**config.mk**
```make
export PLATFORM = sky130hd
export DESIGN_NAME = uart_tx_arbiter
export DESIGN_NICKNAME = d
export VERILOG_FILES = /design/src/rtl/uart_tx_arbiter_pkg.sv /design/src/rtl/uart_tx_arbiter_tx_slot.sv /design/src/rtl/uart_tx_arbiter.sv
export SDC_FILE = /design/constraint.sdc
export NUM_CORES = 1
export LEC_CHECK = 0
export ABC_AREA = 0
export CAP_MARGIN = 30
export CELL_PAD_IN_SITES_DETAIL_PLACEMENT = 2
export CELL_PAD_IN_SITES_GLOBAL_PLACEMENT = 2
export CORE_MARGIN = 2
export CORE_UTILIZATION = 30
export CTS_CLUSTER_DIAMETER = 100
export DETAILED_ROUTE_END_ITERATION = 10
export PLACE_DENSITY_LB_ADDON = 0.1
export SETUP_SLACK_MARGIN = 0.2
export SLEW_MARGIN = 10
export SYNTH_ARGS = -nofsm -noshare
export SYNTH_HDL_FRONTEND = slang
export SYNTH_SLANG_ARGS = --single-unit
```
**constraint.sdc**
```tcl
create_clock -name clk -period 2.42 [get_ports clk]
set_clock_uncertainty 0.2 [all_clocks]
set_input_delay 0.726 -clock clk [delete_from_list [all_inputs] [get_ports clk]]
set_output_delay 0.726 -clock clk [all_outputs]
set_load 0.05 [all_outputs]
```
**src/rtl/uart_tx_arbiter_pkg.sv**
```systemverilog
// Shared definitions for the UART transmit arbiter: FSM states, requester ids, grant rule.
// Latency: n/a (types, constants and a pure function only).
// Backpressure: n/a.
package uart_tx_arbiter_pkg;

    typedef enum logic [1:0] {
        ST_IDLE      = 2'd0,
        ST_LAUNCH    = 2'd1,
        ST_WAIT_DONE = 2'd2,
        ST_RELEASE   = 2'd3
    } arb_state_t;

    localparam logic REQ_FETCH = 1'b0;
    localparam logic REQ_CORE  = 1'b1;

    // Pick the requester to serve. A lone full slot always wins; with both
    // full, fixed priority favours the fetch unit, round-robin favours
    // whichever requester was not served last.
    function automatic logic pick_grant(
        input logic full0,
        input logic full1,
        input logic last_served,
        input logic fixed_prio
    );
        if (full0 && full1) begin
            return fixed_prio ? REQ_FETCH : ~last_served;
        end else if (full1) begin
            return REQ_CORE;
        end else begin
            return REQ_FETCH;
        end
    endfunction

endpackage

```
**src/rtl/uart_tx_arbiter_tx_slot.sv**
```systemverilog
// One-byte holding slot per requester: capture on strobe, clear on completion, flag dropped strobes.
// Latency: a captured byte shows as full on the cycle after the strobe.
// Backpressure: none upstream; a strobe into a full slot is dropped and reported on overflow.
//
// Ports:
//   clk, reset          rising-edge clock, synchronous active-low reset
//   capture/capture_dat strobe and byte from the requester
//   clear               owner's transfer finished (done or timeout); frees the slot
//   full, data          slot state and held byte
//   overflow            combinational pulse: this cycle's strobe was dropped
module tx_slot
    import uart_tx_arbiter_pkg::*;
(
    input  logic       clk,
    input  logic       reset,
    input  logic       capture,
    input  logic [7:0] capture_dat,
    input  logic       clear,
    output logic       full,
    output logic [7:0] data,
    output logic       overflow
);

    logic accept;

    // A clear in the same cycle frees the slot, so the incoming byte is taken
    // and the slot simply stays full.
    assign accept   = capture && (!full || clear);
    assign overflow = capture && full && !clear;

    always_ff @(posedge clk) begin
        if (!reset) begin
            full <= 1'b0;
            data <= 8'h00;
        end else if (accept) begin
            full <= 1'b1;
            data <= capture_dat;
        end else if (clear) begin
            full <= 1'b0;
        end
    end

endmodule

```
**src/rtl/uart_tx_arbiter.sv**
```systemverilog
// Arbitrates two one-byte requesters (fetch unit, core) onto a single UART transmitter.
// Latency: strobe in cycle n gives tx_en in cycle n+2 when idle; completion to next grant >= 2 cycles.
// Backpressure: each requester sees busy while its slot is full; strobes into a full slot are dropped (ovf).
//
// Ports:
//   clk, reset                  rising-edge clock, synchronous active-low reset
//   reqN_en, reqN_data          one-cycle strobe plus byte from requester N (0 = fetch, 1 = core)
//   reqN_busy                   requester N's slot is full
//   reqN_done                   one-cycle pulse, same cycle as the accepted tx_done
//   tx_en, tx_data              start strobe and byte towards the UART transmitter
//   tx_done                     completion pulse from the transmitter
//   owner, active               granted requester, transfer in progress
//   ovf                         sticky: a strobe was dropped
//   tmo                         one-cycle pulse when the watchdog aborts a transfer
module uart_tx_arbiter
    import uart_tx_arbiter_pkg::*;
#(
    parameter int FIXED_PRIO = 0,
    parameter int WDOG_W     = 20
) (
    input  logic       clk,
    input  logic       reset,
    input  logic       req0_en,
    input  logic [7:0] req0_data,
    output logic       req0_busy,
    output logic       req0_done,
    input  logic       req1_en,
    input  logic [7:0] req1_data,
    output logic       req1_busy,
    output logic       req1_done,
    output logic       tx_en,
    output logic [7:0] tx_data,
    input  logic       tx_done,
    output logic       owner,
    output logic       active,
    output logic       ovf,
    output logic       tmo
);

    arb_state_t        state;
    logic              last_served;
    logic [WDOG_W-1:0] wdog;

    logic       full0, full1;
    logic [7:0] data0, data1;
    logic       ovf0, ovf1;
    logic       grant;
    logic       in_wait;
    logic       complete;
    logic       timeout;
    logic       clear0, clear1;

    assign in_wait  = (state == ST_WAIT_DONE);
    // tx_done wins over an expiring watchdog in the same cycle.
    assign complete = in_wait && tx_done;
    assign timeout  = in_wait && !tx_done && (&wdog);
    assign clear0   = (complete || timeout) && (owner == REQ_FETCH);
    assign clear1   = (complete || timeout) && (owner == REQ_CORE);
    assign grant    = pick_grant(full0, full1, last_served, FIXED_PRIO != 0);

    // Completion and timeout pulses land in the same cycle as the event that
    // causes them; gating with reset keeps a transfer abandoned by reset silent.
    assign req0_done = reset && complete && (owner == REQ_FETCH);
    assign req1_done = reset && complete && (owner == REQ_CORE);
    assign tmo       = reset && timeout;

    assign req0_busy = full0;
    assign req1_busy = full1;

    tx_slot u_slot0 (
        .clk         (clk),
        .reset       (reset),
        .capture     (req0_en),
        .capture_dat (req0_data),
        .clear       (clear0),
        .full        (full0),
        .data        (data0),
        .overflow    (ovf0)
    );

    tx_slot u_slot1 (
        .clk         (clk),
        .reset       (reset),
        .capture     (req1_en),
        .capture_dat (req1_data),
        .clear       (clear1),
        .full        (full1),
        .data        (data1),
        .overflow    (ovf1)
    );

    always_ff @(posedge clk) begin
        if (!reset) begin
            ovf <= 1'b0;
        end else if (ovf0 || ovf1) begin
            ovf <= 1'b1;
        end
    end

    always_ff @(posedge clk) begin
        if (!reset) begin
            state       <= ST_IDLE;
            owner       <= REQ_FETCH;
            tx_en       <= 1'b0;
            tx_data     <= 8'h00;
            active      <= 1'b0;
            last_served <= REQ_CORE;
            wdog        <= '0;
        end else begin
            tx_en <= 1'b0;
            case (state)
                ST_IDLE: begin
                    if (full0 || full1) begin
                        owner   <= grant;
                        tx_data <= grant ? data1 : data0;
                        tx_en   <= 1'b1;
                        active  <= 1'b1;
                        // Watchdog reads zero during LAUNCH and counts from
                        // there, so it hits all-ones 2^WDOG_W-1 cycles after LAUNCH.
                        wdog    <= '0;
                        state   <= ST_LAUNCH;
                    end
                end
                ST_LAUNCH: begin
                    wdog  <= wdog + WDOG_W'(1);
                    state <= ST_WAIT_DONE;
                end
                ST_WAIT_DONE: begin
                    if (tx_done) begin
                        last_served <= owner;
                        active      <= 1'b0;
                        state       <= ST_RELEASE;
                    end else if (&wdog) begin
                        active <= 1'b0;
                        state  <= ST_RELEASE;
                    end else begin
                        wdog <= wdog + WDOG_W'(1);
                    end
                end
                ST_RELEASE: begin
                    state <= ST_IDLE;
                end
                default: begin
                    state <= ST_IDLE;
                end
            endcase
        end
    end

endmodule

```
==> results of run 1 <==
cell families (layout without fill, tap and decap cells):
group | Yosys count | in the layout | share of synthesized area
fa+ha+maj | 5 | 5 | 0.0236
compound gates | 44 | 44 | 0.146
mux | 25 | 25 | 0.0945
simple gates | 122 | 122 | 0.246
flops | 53 | 53 | 0.401
buf+inv | 23 | 103 | 0.0468
xor+xnor | 13 | 13 | 0.0430
power groups by stage:
stage / sequential [mW] / combinational [mW] / clock [mW]
3_5_place_dp: 1.07 / 1.15 / 0
5_1_grt: 1.07 / 1.61 / 0.592
2_1_floorplan: 1.24 / 0.579 / 0
3_3_place_gp: 1.06 / 1.12 / 0
4_1_cts: 1.05 / 1.24 / 0.559
6_report: 1.06 / 1.50 / 0.531
worst register-to-register path, cell delays in order, from the launching register on:
cell and delay [ns]:
dfxtp_2 0.36, inv_2 0.06, ha_4 0.17, buf_8 0.13, buf_6 0.12, a21oi_4 0.21
nand2_8 0.11, a21o_4 0.24, buf_12 0.13, o21ai_4 0.16, buf_12 0.21, nor2_4 0.07
Yosys cell counts, types with 2 or more instances:
library cell / n / area (um^2)
mux2i_1: 25 / 250
o21ai_0: 4 / 20.0
clkbuf_1: 10 / 37.5
o211a_1: 8 / 80.1
nand2_1: 46 / 173
nor2_1: 18 / 67.6
o31ai_1: 2 / 15.0
a21boi_0: 2 / 15.0
buf_2: 3 / 15.0
nor2b_1: 2 / 12.5
o21a_1: 3 / 22.5
buf_6: 4 / 45.0
and3_2: 2 / 15.0
xnor2_1: 12 / 105
o311a_1: 2 / 20.0
nand3b_1: 2 / 15.0
nand4_1: 9 / 56.3
inv_1: 5 / 18.8
o311ai_0: 2 / 17.5
ha_1: 5 / 62.6
nand3_1: 17 / 85.1
or4_1: 2 / 15.0
dfxtp_1: 53 / 1060
a21oi_1: 5 / 25.0
nor4_1: 4 / 25.0
a2111oi_1: 5 / 50.1
nand4b_1: 3 / 26.3
area by class of cell:
type                            count  share of cell area
Clock inverter                      3             0.00571
Clock buffer                        5              0.0174
Sequential cell                    53               0.276
Inverter                            5             0.00539
Timing Repair Buffer               90               0.216
Multi-Input combinational cell    209               0.445
Tap cell                          108              0.0342
registers in the layout, indices dropped and copies added (netlist names):
name and count:
wdog 20, tx_data 8, u_slot0.data 8, u_slot1.data 8, state 2, active 1, last_served 1, ovf 1
owner 1, tx_en 1, u_slot0.full 1, u_slot1.full 1
routing by layer:
layer | share of wire | routed length [um] | GRT usage
met1 | 0.47 | 3860 | 0.210
met2 | 0.49 | 4000 | 0.295
met3 | 0.020 | 166 | 0.0243
met4 | 0.015 | 119 | 0.0417
met5 | 0 | 0 | 0
path summary, 6_finish.rpt:
check	from	endpoint	slack (ns)	cells past startpoint
min	u_slot0.data[7]	u_slot0.data[7]	0.27	2
max reg2reg	state[0]	wdog[19]	0.16	11
max	wdog[5]	tmo	-0.22	4
min reg2reg	u_slot0.data[7]	u_slot0.data[7]	0.27	2
stage by stage:
stage | util | std cells | TNS, ns | cell area (um^2) | worst slack, ns
floorplan | - | 285 | 0 | 2770 | 0.125
global placement | 0.391 | 442 | -5.53 | 3380 | -0.303
detailed placement | 0.391 | 442 | -5.89 | 3380 | -0.288
CTS | 0.415 | 461 | -0.128 | 3590 | -0.128
global route | 0.457 | 473 | -0.279 | 3950 | -0.279
finish | 0.457 | 473 | -0.223 | 3950 | -0.223
repair_timing:
action                                  CTS  global route
resized for setup                        20            67
hold endpoints to repair                  0             0
pin swaps                                 9            14
endpoints found under the setup margin   31            41
buffers inserted                         11            12
==> metrics.txt, run 1 <==
status=finished with violations; failing checks=setup timing; Reg power frac=0.342; Slew Limit Fails=0; clock slew at reported path FFs=0.11 ns; sequential-to-total area share from yosys stat=0.401; Overall Global Routing Usage=0.166; switching share of power=0.403; FF/Latch Area=0.00109 mm^2; routed vias=2466; worst setup margin=-0.223 ns; die width=97.9 um; Min Hold Slack=0.268 ns; commonest register cell after synthesis=dfxtp_1; pin count of the biggest net entering global routing=52; H-tree Lvls=2; FP Rows=34; leak pwr=1.54 nW; most common cell after layout, fill and taps aside=buf_4; CP Class=register to output pin; final wirelength=8150 um; Slew @ Worst Pin=0.562 ns; Pint=1.85 mW; CP endpoint kind=output pin; combinational share of power=0.486; TritonCTS clock tree=done; nets=390; Avg WL per Cell=17.2 um; Die Span Y=97.9 um; # IOs=38; Fmax achieved=378 MHz; Post-synth EDFFs=0; Hold Violations, Final=0; Clock Latency Late Sink=0.31 ns; critical path's largest stage delay=0.42 ns; Initial DRT Pass Iterations=4; most frequent cells in the layout=47 x buf_4, 46 x nand2_1, 39 x dfxtp_1; diodes inserted=0; Max-Cap Viols=0; hpwl dp=5470 um; CTS Buf Count=5; Root Buffer=clkbuf_8; Clock power frac=0.172; #FFs+latches synth=53; WP buf/inv=1; vias in the first global route=2597; Synth warnings=0; Final ANT Viol Nets=0; VDD IR-drop max=0.000337 V; RSZ-0062 raised after global routing=yes; CORE AREA=0.00864 mm^2; antenna violations before repair=0; DR iter-0 viols=41; share of cells above drive strength 1=0.384; RePlAce Congestion=0.740; critical path required time=1.49 ns; first-pass GRT wire length=13000 um; crit path cell chain=nand4_1, nor2_2, and4b_4, buf_12; GRT Residual Overflow=0; Sw Pwr=1.24 mW; PD cells=783 mW/mm^2; Fill cells=900; crit-path max FO=5; CP top delay family=simple AND/OR/NAND/NOR gates; Synth Net Count=311; slowest CP cell=dfxtp_1; HP Class=register to register; Tcrit/Tclk final=1.09; Via density=5.21; min Tclk post-route=2.64 ns; final setup fails=1; hold buffer count at cts=0; Num Clock Sinks=53; Tot Pwr=3.09 mW; Avg Inst Size Synth=9.29 um^2; FFs w/ async S/R, synth=0; clock tree buffer depth=2; Gate Count Post-Synth=285; worst rel slew slack=0.625; Worst Path Arrival=1.72 ns; Starting Density=0.307; Post-Syn Area=0.00265 mm^2; startpoint type of the worst setup path=register; area of the multi-input gates=0.00176 mm^2; die area=0.00959 mm^2; Yosys cell types=57; Area Growth Syn to Fin=49.1%; Port Buffers=37; DRC viols=0
(Power assumes the default switching activity.)
==> run 2: changes to the inputs <==
CORE_UTILIZATION = 31   (was 30)
CTS_BUF_LIST = sky130_fd_sc_hd__clkbuf_4 sky130_fd_sc_hd__clkbuf_8   (was not set)
==> run 2 against run 1 <==
The flow still finishes with violations (setup timing). Power is 11% higher. Non-clock buffer count grew 9. Setup slack improved by 0.035 ns. Sequential share of layout area fell by 1.5 points. Design area increased by 5.6%. Utilization up 4.8 points. Via count up 4.3%. Cell count grew 1.3%. Wire length is 32% higher. Worst hold slack barely moved. Critical path depth is the same.
==> metrics.txt, run 2 (same netlist as run 1, synthesis figures left out) <==
pin count of the biggest net entering global routing=37 (was 52); Final ANT Viol Nets=0 (unchanged); Starting Density=0.321 (was 0.307); critical path's largest stage delay=0.45 ns (was 0.42 ns); HP Class=register to register (unchanged); GRT Residual Overflow=0 (unchanged); most common cell after layout, fill and taps aside=buf_4 (unchanged); Slew Limit Fails=0 (unchanged); first-pass GRT wire length=12800 um (was 13000 um); DR iter-0 viols=48 (was 41); final setup fails=1 (unchanged); Fill cells=846 (was 900); Initial DRT Pass Iterations=4 (unchanged); H-tree Lvls=2 (unchanged); Area Growth Syn to Fin=57.4% (was 49.1%); most frequent cells in the layout=47 x buf_4, 46 x nand2_1, 39 x dfxtp_1 (unchanged); Overall Global Routing Usage=0.182 (was 0.166); final wirelength=10700 um (was 8150 um); # IOs=38 (unchanged); VDD IR-drop max=0.000332 V (was 0.000337 V); Worst Path Arrival=1.68 ns (was 1.72 ns); routed vias=2571 (was 2466); Tot Pwr=3.43 mW (was 3.09 mW); FF/Latch Area=0.00109 mm^2 (unchanged); CORE AREA=0.00826 mm^2 (was 0.00864 mm^2); RSZ-0062 raised after global routing=yes (unchanged); slowest CP cell=dfxtp_1 (unchanged); CTS Buf Count=5 (unchanged); Max-Cap Viols=0 (unchanged); die width=96.4 um (was 97.9 um); Finished Layout Cells=479 (was 473); Hold Violations, Final=0 (unchanged); Fmax achieved=384 MHz (was 378 MHz); startpoint type of the worst setup path=register (unchanged); clock slew at reported path FFs=0.10 ns (was 0.11 ns); CP Class=register to output pin (unchanged); max FFs per register=20 (unchanged); nets=399 (was 390); diodes inserted=0 (unchanged); reg2reg path depth=10 (was 11); WHS Path Cells=2 (unchanged); Sw Pwr=1.37 mW (was 1.24 mW); crit path cell chain=nand4_1, nor2_2, and4b_4, buf_12 (unchanged); Port Buffers=37 (unchanged); PD cells=824 mW/mm^2 (was 783 mW/mm^2); DP Area=0.00338 mm^2 (about the same); vias in the first global route=2507 (was 2597); Die Span Y=96.4 um (was 97.9 um); worst rel slew slack=0.526 (was 0.625); critical path required time=1.49 ns (about the same); failing checks=setup timing (unchanged); hold buffer count at cts=0 (unchanged); share of cells above drive strength 1=0.422 (was 0.384); area of the multi-input gates=0.00185 mm^2 (was 0.00176 mm^2); combinational share of power=0.495 (was 0.486); CP endpoint kind=output pin (unchanged); design area=0.00417 mm^2 (was 0.00395 mm^2); Final Core Density=0.505 (was 0.457); antenna violations before repair=0 (unchanged); Avg WL per Cell=22.4 um (was 17.2 um); Pint=2.06 mW (was 1.85 mW); Largest Register=wdog (unchanged); clock tree buffer depth=2 (unchanged); switching share of power=0.399 (was 0.403); DRC viols=0 (unchanged); TritonCTS clock tree=done (unchanged); crit-path max FO=5 (unchanged); Root Buffer=clkbuf_8 (unchanged); status=finished with violations (unchanged); die area=0.00930 mm^2 (was 0.00959 mm^2); Clock Latency Late Sink=0.32 ns (was 0.31 ns); Slew @ Worst Pin=0.710 ns (was 0.562 ns); leak pwr=1.62 nW (was 1.54 nW); Via density=5.37 (was 5.21); Tcrit/Tclk final=1.08 (was 1.09); FP Rows=33 (was 34); Num Clock Sinks=53 (unchanged); Reg power frac=0.308 (was 0.342); min Tclk post-route=2.61 ns (was 2.64 ns); worst setup margin=-0.187 ns (was -0.223 ns); Placed Cells=441 (was 442); Min Hold Slack=0.268 ns (about the same); RePlAce Congestion=0.713 (was 0.740); Clock power frac=0.197 (was 0.172); hpwl dp=5900 um (was 5470 um)
==> run 2: changes by cell type in the layout (fill, tap and decap cells not counted), moves of 3 or more <==
cell	delta
a2111oi_4	+4
nor2_4	-9
nor2_2	+5
nor4_4	+3
nor2_1	+4
a2111oi_1	-3
buf_8	+3
buf_6	+7
==> run 2: what timing repair did <==
item / in CTS / in global routing
endpoints found under the setup margin: 39 / 44
buffers inserted: 13 / 17
resized for setup: 34 / 75
pin swaps: 10 / 40
==> run 2: metal layers <==
metal  wire length (um)  vias up  GRT usage
met3                219       15     0.0279
met5                  0        -          0
met1               4600     1322      0.227
met4                237        0     0.0516
li1                   -     1201          -
met2               5680       33      0.324
==> run 2: power groups by stage <==
stage | registers (mW) | clock network [mW] | logic, mW
final | 1.06 | 0.675 | 1.70
after global routing | 1.07 | 0.712 | 1.81
after CTS | 1.05 | 0.681 | 1.24
after detailed placement | 1.07 | 0 | 1.16
after global placement | 1.06 | 0 | 1.13
after floorplan | 1.24 | 0 | 0.579
==> run 2: final timing paths <==
| check | from | end | slack, ns |
|---|---|---|---|
| worst max-delay path | wdog[6] | tmo | -0.19 |
| worst min-delay path | u_slot0.data[4] | u_slot0.data[4] | 0.27 |
| worst max register to register | wdog[1] | u_slot0.data[0] | 0.03 |
| worst min register to register | u_slot0.data[4] | u_slot0.data[4] | 0.27 |
==> run 2: final cells by class <==
class	count	share of cell area
clock buffer	6	0.0198
clock inverter	2	0.00901
inverter	5	0.00510
multi-input combinational	209	0.444
sequential	53	0.261
tap	105	0.0315
timing repair buffer	99	0.230
==> run 2: worst max-delay path: cells and delay by family, from the launching register on <==
kind / cells / cell delay (ns)
simple gates: 3 / 0.79
flops: 1 / 0.45
buf+inv: 1 / 0.13
==> run 2: through the flow <==
| stage | TNS [ns] | setup WS (ns) |
|---|---|---|
| after floorplan | 0 | 0.125 |
| after global routing | -0.638 | -0.281 |
| after global placement | -5.54 | -0.284 |
| after CTS | -0.113 | -0.113 |
| final | -0.187 | -0.187 |
| after detailed placement | -7.04 | -0.307 |
==> run 3: changes to the inputs <==
CORE_ASPECT_RATIO = 1.25   (was not set)
==> run 3 against run 2 <==
The flow still finishes with violations (setup timing). Power down 8.5%. Non-clock buffer count is 1 higher. Sequential share of layout area increased by 0.33 points. Cell count down 1.5%. Critical path type unchanged.
==> metrics.txt, run 3 (same netlist as run 1, synthesis figures left out) <==
pin count of the biggest net entering global routing=60 (was 37); most common cell after layout, fill and taps aside=buf_4 (unchanged); routed vias=2532 (was 2571); CP Class=register to output pin (unchanged); slowest CP cell=dfxtp_1 (unchanged); hpwl dp=5440 um (was 5900 um); status=finished with violations (unchanged); hold buffer count at cts=0 (unchanged); failing checks=setup timing (unchanged); CP endpoint kind=output pin (unchanged); worst setup margin=-0.298 ns (was -0.187 ns); CP top delay family=simple AND/OR/NAND/NOR gates (unchanged); clock slew at reported path FFs=0.11 ns (was 0.10 ns); leak pwr=1.62 nW (about the same); clock tree buffer depth=2 (unchanged); Avg WL per Cell=20.1 um (was 22.4 um); Clock Latency Late Sink=0.34 ns (was 0.32 ns); FP Rows=37 (was 33); first-pass GRT wire length=13700 um (was 12800 um); Place WS=-0.361 ns (was -0.307 ns); most frequent cells in the layout=49 x buf_4, 46 x nand2_1, 42 x dfxtp_1 (was 47 x buf_4, 46 x nand2_1, 39 x dfxtp_1); diodes inserted=0 (unchanged); Overall Global Routing Usage=0.190 (was 0.182); CORE AREA=0.00829 mm^2 (was 0.00826 mm^2); Via density=5.36 (was 5.37); Worst Path Arrival=1.79 ns (was 1.68 ns); Starting Density=0.319 (was 0.321); PD cells=773 mW/mm^2 (was 824 mW/mm^2); RePlAce Congestion=0.701 (was 0.713); Hold Violations, Final=0 (unchanged); final setup fails=10 (was 1); die width=86.7 um (was 96.4 um); min Tclk post-route=2.72 ns (was 2.61 ns); Slew @ Worst Pin=0.790 ns (was 0.710 ns); crit-path max FO=7 (was 5); GRT Residual Overflow=0 (unchanged); startpoint type of the worst setup path=register (unchanged); Fmax achieved=368 MHz (was 384 MHz); Final Core Density=0.490 (was 0.505); Largest Register=wdog (unchanged); HP Class=register to register (unchanged); final wirelength=9500 um (was 10700 um); crit path cell chain=nand4_1, nor2_2, and4b_4, buf_12 (unchanged); nets=400 (was 399); WP buf/inv=1 (unchanged); Die Span Y=107 um (was 96.4 um); max FFs per register=20 (unchanged); H-tree Lvls=2 (unchanged); TritonCTS clock tree=done (unchanged); worst rel slew slack=0.470 (was 0.526); Max-Cap Viols=0 (unchanged); critical path's largest stage delay=0.49 ns (was 0.45 ns); Final ANT Viol Nets=0 (unchanged); Initial DRT Pass Iterations=4 (unchanged); # IOs=38 (unchanged); CTS Buf Count=5 (unchanged); die area=0.00930 mm^2 (about the same); share of cells above drive strength 1=0.371 (was 0.422); Tot Pwr=3.14 mW (was 3.43 mW); antenna violations before repair=0 (unchanged); Num Clock Sinks=53 (unchanged); vias in the first global route=2696 (was 2507); Slew Limit Fails=0 (unchanged); VDD IR-drop max=0.000374 V (was 0.000332 V); Port Buffers=37 (unchanged); DRC viols=0 (unchanged); DR iter-0 viols=46 (was 48); critical path required time=1.49 ns (about the same); Tcrit/Tclk final=1.12 (was 1.08); RSZ-0062 raised after global routing=yes (unchanged); Area Growth Syn to Fin=53.5% (was 57.4%); Root Buffer=clkbuf_8 (unchanged)
run 3: path summary, 6_finish.rpt:
path                                        end  cells after the start  slack [ns]       startpoint
worst max register to register         wdog[19]                     11       -0.10         state[0]
worst max-delay path                        tmo                      4       -0.30          wdog[3]
worst min register to register  u_slot0.data[5]                      2        0.27  u_slot0.data[5]
worst min-delay path            u_slot0.data[5]                      2        0.27  u_slot0.data[5]
run 3: layer usage:
layer  share of wire  global-route usage  wire length [um]
met5               0                   0                 0
met4           0.037              0.0837               347
met3           0.030              0.0322               283
met2            0.54               0.357              5160
met1            0.39               0.204              3710
run 3: where the power goes:
| part | internal (mW) | leakage (nW) | switching (mW) | total [mW] |
|---|---|---|---|---|
| logic | 0.680 | 1.14 | 0.860 | 1.54 |
| clock network | 0.206 | 0.0445 | 0.343 | 0.549 |
| registers | 0.977 | 0.439 | 0.0760 | 1.05 |
run 3: final cells by class:
cell class | instances | area (um^2)
Multi-Input combinational cell | 209 | 1780
Tap cell | 97 | 121
Sequential cell | 53 | 1070
Clock inverter | 3 | 21.3
Inverter | 5 | 21.3
Fill cell | 861 | 4220
Clock buffer | 5 | 68.8
Timing Repair Buffer | 100 | 976
run 3: what timing repair did:
item / in CTS / in global routing
gates resized for setup: 38 / 40
pin swaps: 14 / 15
cloned: 0 / 0
buffers inserted: 21 / 14
setup endpoints to repair: 41 / 45
hold endpoints to repair: 0 / 0
run 3: per-stage QoR:
stage	area [um^2]	TNS (ns)	cells	hold slack, ns
after floorplan	2770	0	285	0.234
after global placement	3350	-5.70	429	0.242
after detailed placement	3350	-7.84	429	0.256
after CTS	3720	-0.179	458	0.271
after global routing	4060	-2.93	472	0.282
final	4060	-0.830	472	0.270
run 3: worst reg2reg max path, stage by stage (launching register included):
cell       delay [ns]
dfxtp_2          0.36
inv_2            0.06
ha_4             0.18
buf_6            0.12
buf_6            0.11
buf_8            0.12
buf_12           0.12
a21oi_4          0.15
nand4_1          0.24
a2111oi_4        0.42
xnor2_1          0.14
nor2_1           0.21
